File: config.mk
export PLATFORM = sky130hd
export DESIGN_NAME = pci_master_sched
export DESIGN_NICKNAME = d
export VERILOG_FILES = /design/src/rtl/pci_pkg.sv /design/src/rtl/pci_rr_pick.sv /design/src/rtl/pci_master_sched.sv
export SDC_FILE = /design/constraint.sdc
export NUM_CORES = 1
export LEC_CHECK = 0
export BUFFER_PORTS_ARGS = -buffer_cell sky130_fd_sc_hd__buf_2
export CORE_MARGIN = 2
export CORE_UTILIZATION = 38
export CTS_BUF_LIST = sky130_fd_sc_hd__clkbuf_8
export DETAILED_ROUTE_END_ITERATION = 16
export GPL_TIMING_DRIVEN = 0
export PLACE_DENSITY = 0.57
export SYNTH_ARGS = -nofsm -noshare
export SYNTH_HDL_FRONTEND = slang
export SYNTH_SLANG_ARGS = --single-unit
export TNS_END_PERCENT = 1
File: constraint.sdc
create_clock -name clk -period 1.7 [get_ports clk]
set_input_delay 0.34 -clock clk [delete_from_list [all_inputs] [get_ports clk]]
set_output_delay 0.34 -clock clk [all_outputs]
set_load 0.01 [all_outputs]
File: src/rtl/pci_pkg.sv
// Shared definitions for the PCI bus-master scheduler and the arbiter family.
// Provides the sequencer state encoding, the latency-timer width and the default grant timeout.
package pci_pkg;

    typedef enum logic [2:0] {
        ST_IDLE  = 3'd0,
        ST_REQ   = 3'd1,
        ST_GRANT = 3'd2,
        ST_XFER  = 3'd3,
        ST_TURN  = 3'd4
    } state_t;

    localparam int PCI_LT_W       = 8;
    localparam int PCI_GNT_TO_DEF = 16;

endpackage

File: src/rtl/pci_rr_pick.sv
// Combinational round-robin picker: first requester strictly after 'last', wrapping to 0.
// Zero latency, no flow control; vld is low when no request is pending.
module pci_rr_pick #(
    parameter int N = 4,
    parameter int W = $clog2(N)
) (
    input  logic [N-1:0] req,
    input  logic [W-1:0] last,
    output logic [W-1:0] idx,
    output logic         vld
);

    always_comb begin
        idx = '0;
        vld = 1'b0;
        // i runs to N so 'last' itself is the lowest-priority candidate
        for (int i = 1; i <= N; i++) begin
            if (!vld && req[W'((int'(last) + i) % N)]) begin
                vld = 1'b1;
                idx = W'((int'(last) + i) % N);
            end
        end
    end

endmodule

File: src/rtl/pci_master_sched.sv
// Shares one PCI REQ#/GNT# pair among NCLI master engines: round-robin pick, registered grant (REQ# one clock after cli_req).
// Engines wait on cli_gnt; the latency timer flags lt_expire. Optional PCI_SCHED_KEEPREQ_EN holds REQ# for back-to-back transfers.
module pci_master_sched
    import pci_pkg::*;
#(
    parameter int NCLI   = 4,
    parameter int GNT_TO = PCI_GNT_TO_DEF
) (
    input  logic                clk,
    input  logic                reset,
    input  logic [NCLI-1:0]     cli_req,
    output logic [NCLI-1:0]     cli_gnt,
    output logic                req_l,
    input  logic                gnt_l,
    input  logic                frame_l,
    input  logic                irdy_l,
    input  logic [PCI_LT_W-1:0] lat_timer,
    output logic                lt_expire,
    output logic                busy
);

    localparam int PW   = $clog2(NCLI);
    localparam int TO_W = (GNT_TO > 1) ? $clog2(GNT_TO) : 1;

    state_t              state_q, state_d;
    logic [PW-1:0]       win_q, win_d, last_q, last_d, pick_idx;
    logic                pick_vld;
    logic                req_l_q, req_l_d;
    logic                lt_exp_q, lt_exp_d;
    logic [NCLI-1:0]     gnt_q, gnt_d, win_oh;
    logic [PCI_LT_W-1:0] lt_q, lt_d, lt_nxt;
    logic [TO_W-1:0]     to_q, to_d;
    logic                bus_idle, keep;

    assign bus_idle = frame_l & irdy_l;
    assign win_oh   = NCLI'(1) << win_q;
    assign lt_nxt   = (lt_q == '0) ? '0 : lt_q - PCI_LT_W'(1);

`ifdef PCI_SCHED_KEEPREQ_EN
    // Another engine waiting: keep REQ# low so the central arbiter can leave GNT# with us
    assign keep = |(cli_req & ~win_oh);
`else
    assign keep = 1'b0;
`endif

    pci_rr_pick #(.N(NCLI), .W(PW)) u_pick (
        .req  (cli_req),
        .last (last_q),
        .idx  (pick_idx),
        .vld  (pick_vld)
    );

    always_comb begin
        state_d  = state_q;
        win_d    = win_q;
        last_d   = last_q;
        req_l_d  = req_l_q;
        gnt_d    = gnt_q;
        lt_d     = lt_q;
        lt_exp_d = lt_exp_q;
        to_d     = to_q;
        case (state_q)
            ST_IDLE: begin
                if (pick_vld) begin
                    win_d   = pick_idx;
                    req_l_d = 1'b0;
                    state_d = ST_REQ;
                end
            end
            ST_REQ: begin
                if (!cli_req[win_q]) begin
                    req_l_d = 1'b1;
                    state_d = ST_IDLE;
                end else if (!gnt_l && bus_idle) begin
                    gnt_d   = win_oh;
                    to_d    = TO_W'(GNT_TO - 1);
                    state_d = ST_GRANT;
                end
            end
            ST_GRANT: begin
                if (!frame_l) begin
                    lt_d    = lat_timer;
                    state_d = ST_XFER;
                end else if (gnt_l) begin
                    gnt_d   = '0;
                    state_d = ST_REQ;
                end else if (to_q == '0) begin
                    // last_q untouched, so the same engine is retried first
                    gnt_d   = '0;
                    req_l_d = 1'b1;
                    state_d = ST_TURN;
                end else begin
                    to_d = to_q - TO_W'(1);
                end
            end
            ST_XFER: begin
                req_l_d = ~keep;
                lt_d    = lt_nxt;
                if (bus_idle) begin
                    gnt_d    = '0;
                    last_d   = win_q;
                    lt_exp_d = 1'b0;
                    state_d  = ST_TURN;
                end else begin
                    lt_exp_d = lt_exp_q | ((lt_nxt == '0) & gnt_l);
                end
            end
            ST_TURN: begin
                lt_exp_d = 1'b0;
                req_l_d  = 1'b1;
                state_d  = ST_IDLE;
                if (keep && pick_vld) begin
                    win_d   = pick_idx;
                    req_l_d = 1'b0;
                    state_d = ST_REQ;
                end
            end
            default: state_d = ST_IDLE;
        endcase
    end

    always_ff @(posedge clk or posedge reset) begin
        if (reset) begin
            state_q  <= ST_IDLE;
            win_q    <= '0;
            last_q   <= PW'(NCLI - 1);
            req_l_q  <= 1'b1;
            gnt_q    <= '0;
            lt_q     <= '0;
            lt_exp_q <= 1'b0;
            to_q     <= '0;
        end else begin
            state_q  <= state_d;
            win_q    <= win_d;
            last_q   <= last_d;
            req_l_q  <= req_l_d;
            gnt_q    <= gnt_d;
            lt_q     <= lt_d;
            lt_exp_q <= lt_exp_d;
            to_q     <= to_d;
        end
    end

    assign cli_gnt   = gnt_q;
    assign req_l     = req_l_q;
    assign lt_expire = lt_exp_q;
    assign busy      = (state_q != ST_IDLE);

endmodule

==> flow_summary.ini <==
[global_route]
grt.total_usage = 0.172
grt_pass1_vias = 1467
grt_start_max_net_pins = 26
grt_overflow = 0
grt_pass1_wl_mm = 6.80
antenna_found_initial = 0

[clock_network]
cts_buffers = 3
clk_latency_ns = 0.27
cts_tree = done
cts.sinks = 25
ctsHoldBuffers = 0
ctsHtreeMaxLevel = 1
cts_root_buf = clkbuf_8
clkSlewWorstSetupHoldPaths_ns = 0.09
clock_path_buffers = 2

[floorplan]
ios = 24
dieArea_um2 = 4800
coreArea_um2 = 4060
die_w_um = 69.3
start_util = 0.399
die_h_um = 69.3
rows = 23

[critical_path]
critical_path_arrival_ns = 1.88
critical_path.cell_chain = mux4_2 -> inv_2 -> a221oi_4 -> buf_6 -> mux2_4
cp_max_fo = 4
worstSetupPathType = register to register
cp-end-kind = register
worst-path-buf-inv = 2
r2r_start = win_q[1]
cp_top_family = multiplexers
cp_slowest_stage_delay_ns = 0.42
crit_path_top_delay_cell = dfrtp_2
crit_path_start_kind = register
crit_start = win_q[1]
cp.required_ns = 1.86

[yosys]
synth_top_area_share = 0.340
synth.area.top_cells = dfrtp_1 (34%), dfstp_2 (4.9%), inv_1 (3.5%)
ys_ff_latch = 25
synthesis.area_um2 = 1620
async_flop_share = 1.00
syn_inst = 171
synth_flop_cell = dfrtp_1
syn_nets = 191
synth_edf_count = 0
synth.distinct_cells = 58
synth.largest_area_cell = dfrtp_1
syn_avg_cell_area_um2 = 9.47
seq_area_frac_synth = 0.389
synth_warnings = 0

[sta]
worst_slew_pin_slew_ns = 0.989
min_period_ns = 1.72
fin_hold_ws_ns = 0.273
slew_headroom = 0.340
timing.final.ws_setup_ns = -0.0151
clock-skew-final_ns = 0.00107
fmax_ghz = 0.583
rsz0062_at_grt = yes
hold_viol = 0
finalSetupViolCount = 5
slew_violations = 0
fin_crit_sh = 1.01

[outcome]
outcome = finished, violations left
violations = setup timing

[final_layout]
diodes = 0
layout.nets = 239
final_util = 0.533
final_cells = 268
stdcell_area_um2 = 2160
regArea_um2 = 634
fillCellCount = 377
final_layout_size_suffix_gt1_frac = 0.408
multi_input_area_um2 = 1030
area.growth.synth_to_final_pct = 33.6

[place]
place_area_um2 = 1810
io_buffers = 23
post-place-ws_ns = -0.322
dp_hpwl_mm = 2.84
post-place-cells = 244
globalplace.congestion = 0.854

[detailed_routing]
drt_iter0_drc = 105
ant_nets = 0
wl_mm = 4.17
drt-vias-per-instance = 5.67
route.vias.total = 1519
wl_per_cell_um = 15.6
drc = 0
firstDrtPassIters = 4

[flow_run]
maxCapViolCount = 0

[pwr]
peakVddDrop_uv = 670
p_per_area_nw_per_um2 = 1660
p_leak_nw = 0.953

[min_path]
hold_path.startpoint = lat_timer[4]
min_path_type = input pin to register
## kinds of logic after synthesis
| kind of cell | count (synthesis) | synth area share |
|---|---|---|
| adder cells (fa/ha/maj) | 3 | 0.0232 |
| XOR/XNOR | 1 | 0.00541 |
| AND/OR/NAND/NOR | 65 | 0.232 |
| buffers and inverters | 21 | 0.0510 |
| multiplexers | 11 | 0.0811 |
| flip-flops | 25 | 0.389 |
| AO/OA/AOI/OAI | 45 | 0.219 |
## layout make-up
cell class | instances | area share
timing repair buffer | 43 | 0.135
tap | 50 | 0.0289
inverter | 16 | 0.0289
clock buffer | 3 | 0.0191
buffer | 5 | 0.0156
sequential | 25 | 0.293
clock inverter | 1 | 0.00231
multi-input combinational | 125 | 0.477
## synth_stat cells (4+ instances only)
master	instances
nor3_1	4
inv_1	15
o21ai_0	7
o221ai_1	4
nor2_1	15
a21oi_1	6
dfrtp_1	22
nand2b_1	4
nand2_1	13
mux2_1	4
## metal layers
layer  track usage  vias up  routed length, um
met5             0        -                  0
met4        0.0327        0                 21
met3        0.0233        4                121
met2         0.291       28               2090
met1         0.236      747               1940
li1              -      740                  -
## flip-flops by register name (all words and copies together) (netlist names)
| name | cells |
|---|---|
| lt_q | 8 |
| lt_expire | 1 |
| req_l | 1 |
| last_q | 2 |
| to_q | 4 |
| win_q | 2 |
| cli_gnt | 4 |
| state_q | 3 |
## cell usage in the layout (no fill, tap or decap), types with 3 or more instances in the layout
cell      count
nand2b_1      4
o21ai_0       5
a21oi_1       5
buf_2        22
nand2_1      13
mux2_2        3
o22ai_1       3
dfstp_2       3
buf_6         4
mux2_4        4
mux2i_1       3
nor2_1       14
buf_4        19
a21o_1        3
dfrtp_2       4
o221ai_1      4
inv_1        13
a211oi_1      3
dfrtp_1      18
clkbuf_8      3
nor3_1        3
## report_power, final
part	internal [mW]	leakage (nW)	switching, mW	total (mW)
Clock	0.164	0.0255	0.201	0.365
Sequential	0.862	0.303	0.300	1.16
Combinational	1.10	0.625	0.965	2.06
## path summary, 6_finish.rpt
path                                   end  slack, ns  cells after the start
worst max-delay path            cli_gnt[2]      -0.02                      5
worst min-delay path               lt_q[4]       0.27                      2
worst max register to register  cli_gnt[2]      -0.02                      5
worst min register to register  cli_gnt[3]       0.51                      1
max in group asynchronous       state_q[2]       0.75                      2
min in group asynchronous          lt_q[4]       0.28                      2
## per-stage QoR
step | setup TNS (ns) | power (mW)
CTS | -0.163 | 3.31
global placement | -1.52 | 2.51
global route | -0.642 | 3.86
detailed placement | -2.20 | 2.55
floorplan | -0.0999 | 2.17
finish | -0.0435 | 3.59
## what timing repair did
action	4_1_cts	5_1_grt
resized for setup	28	11
endpoints found under the setup margin	20	18
buffers inserted	9	11
pin swaps	11	6
No activity file was read; power rests on OpenSTA's default activity.
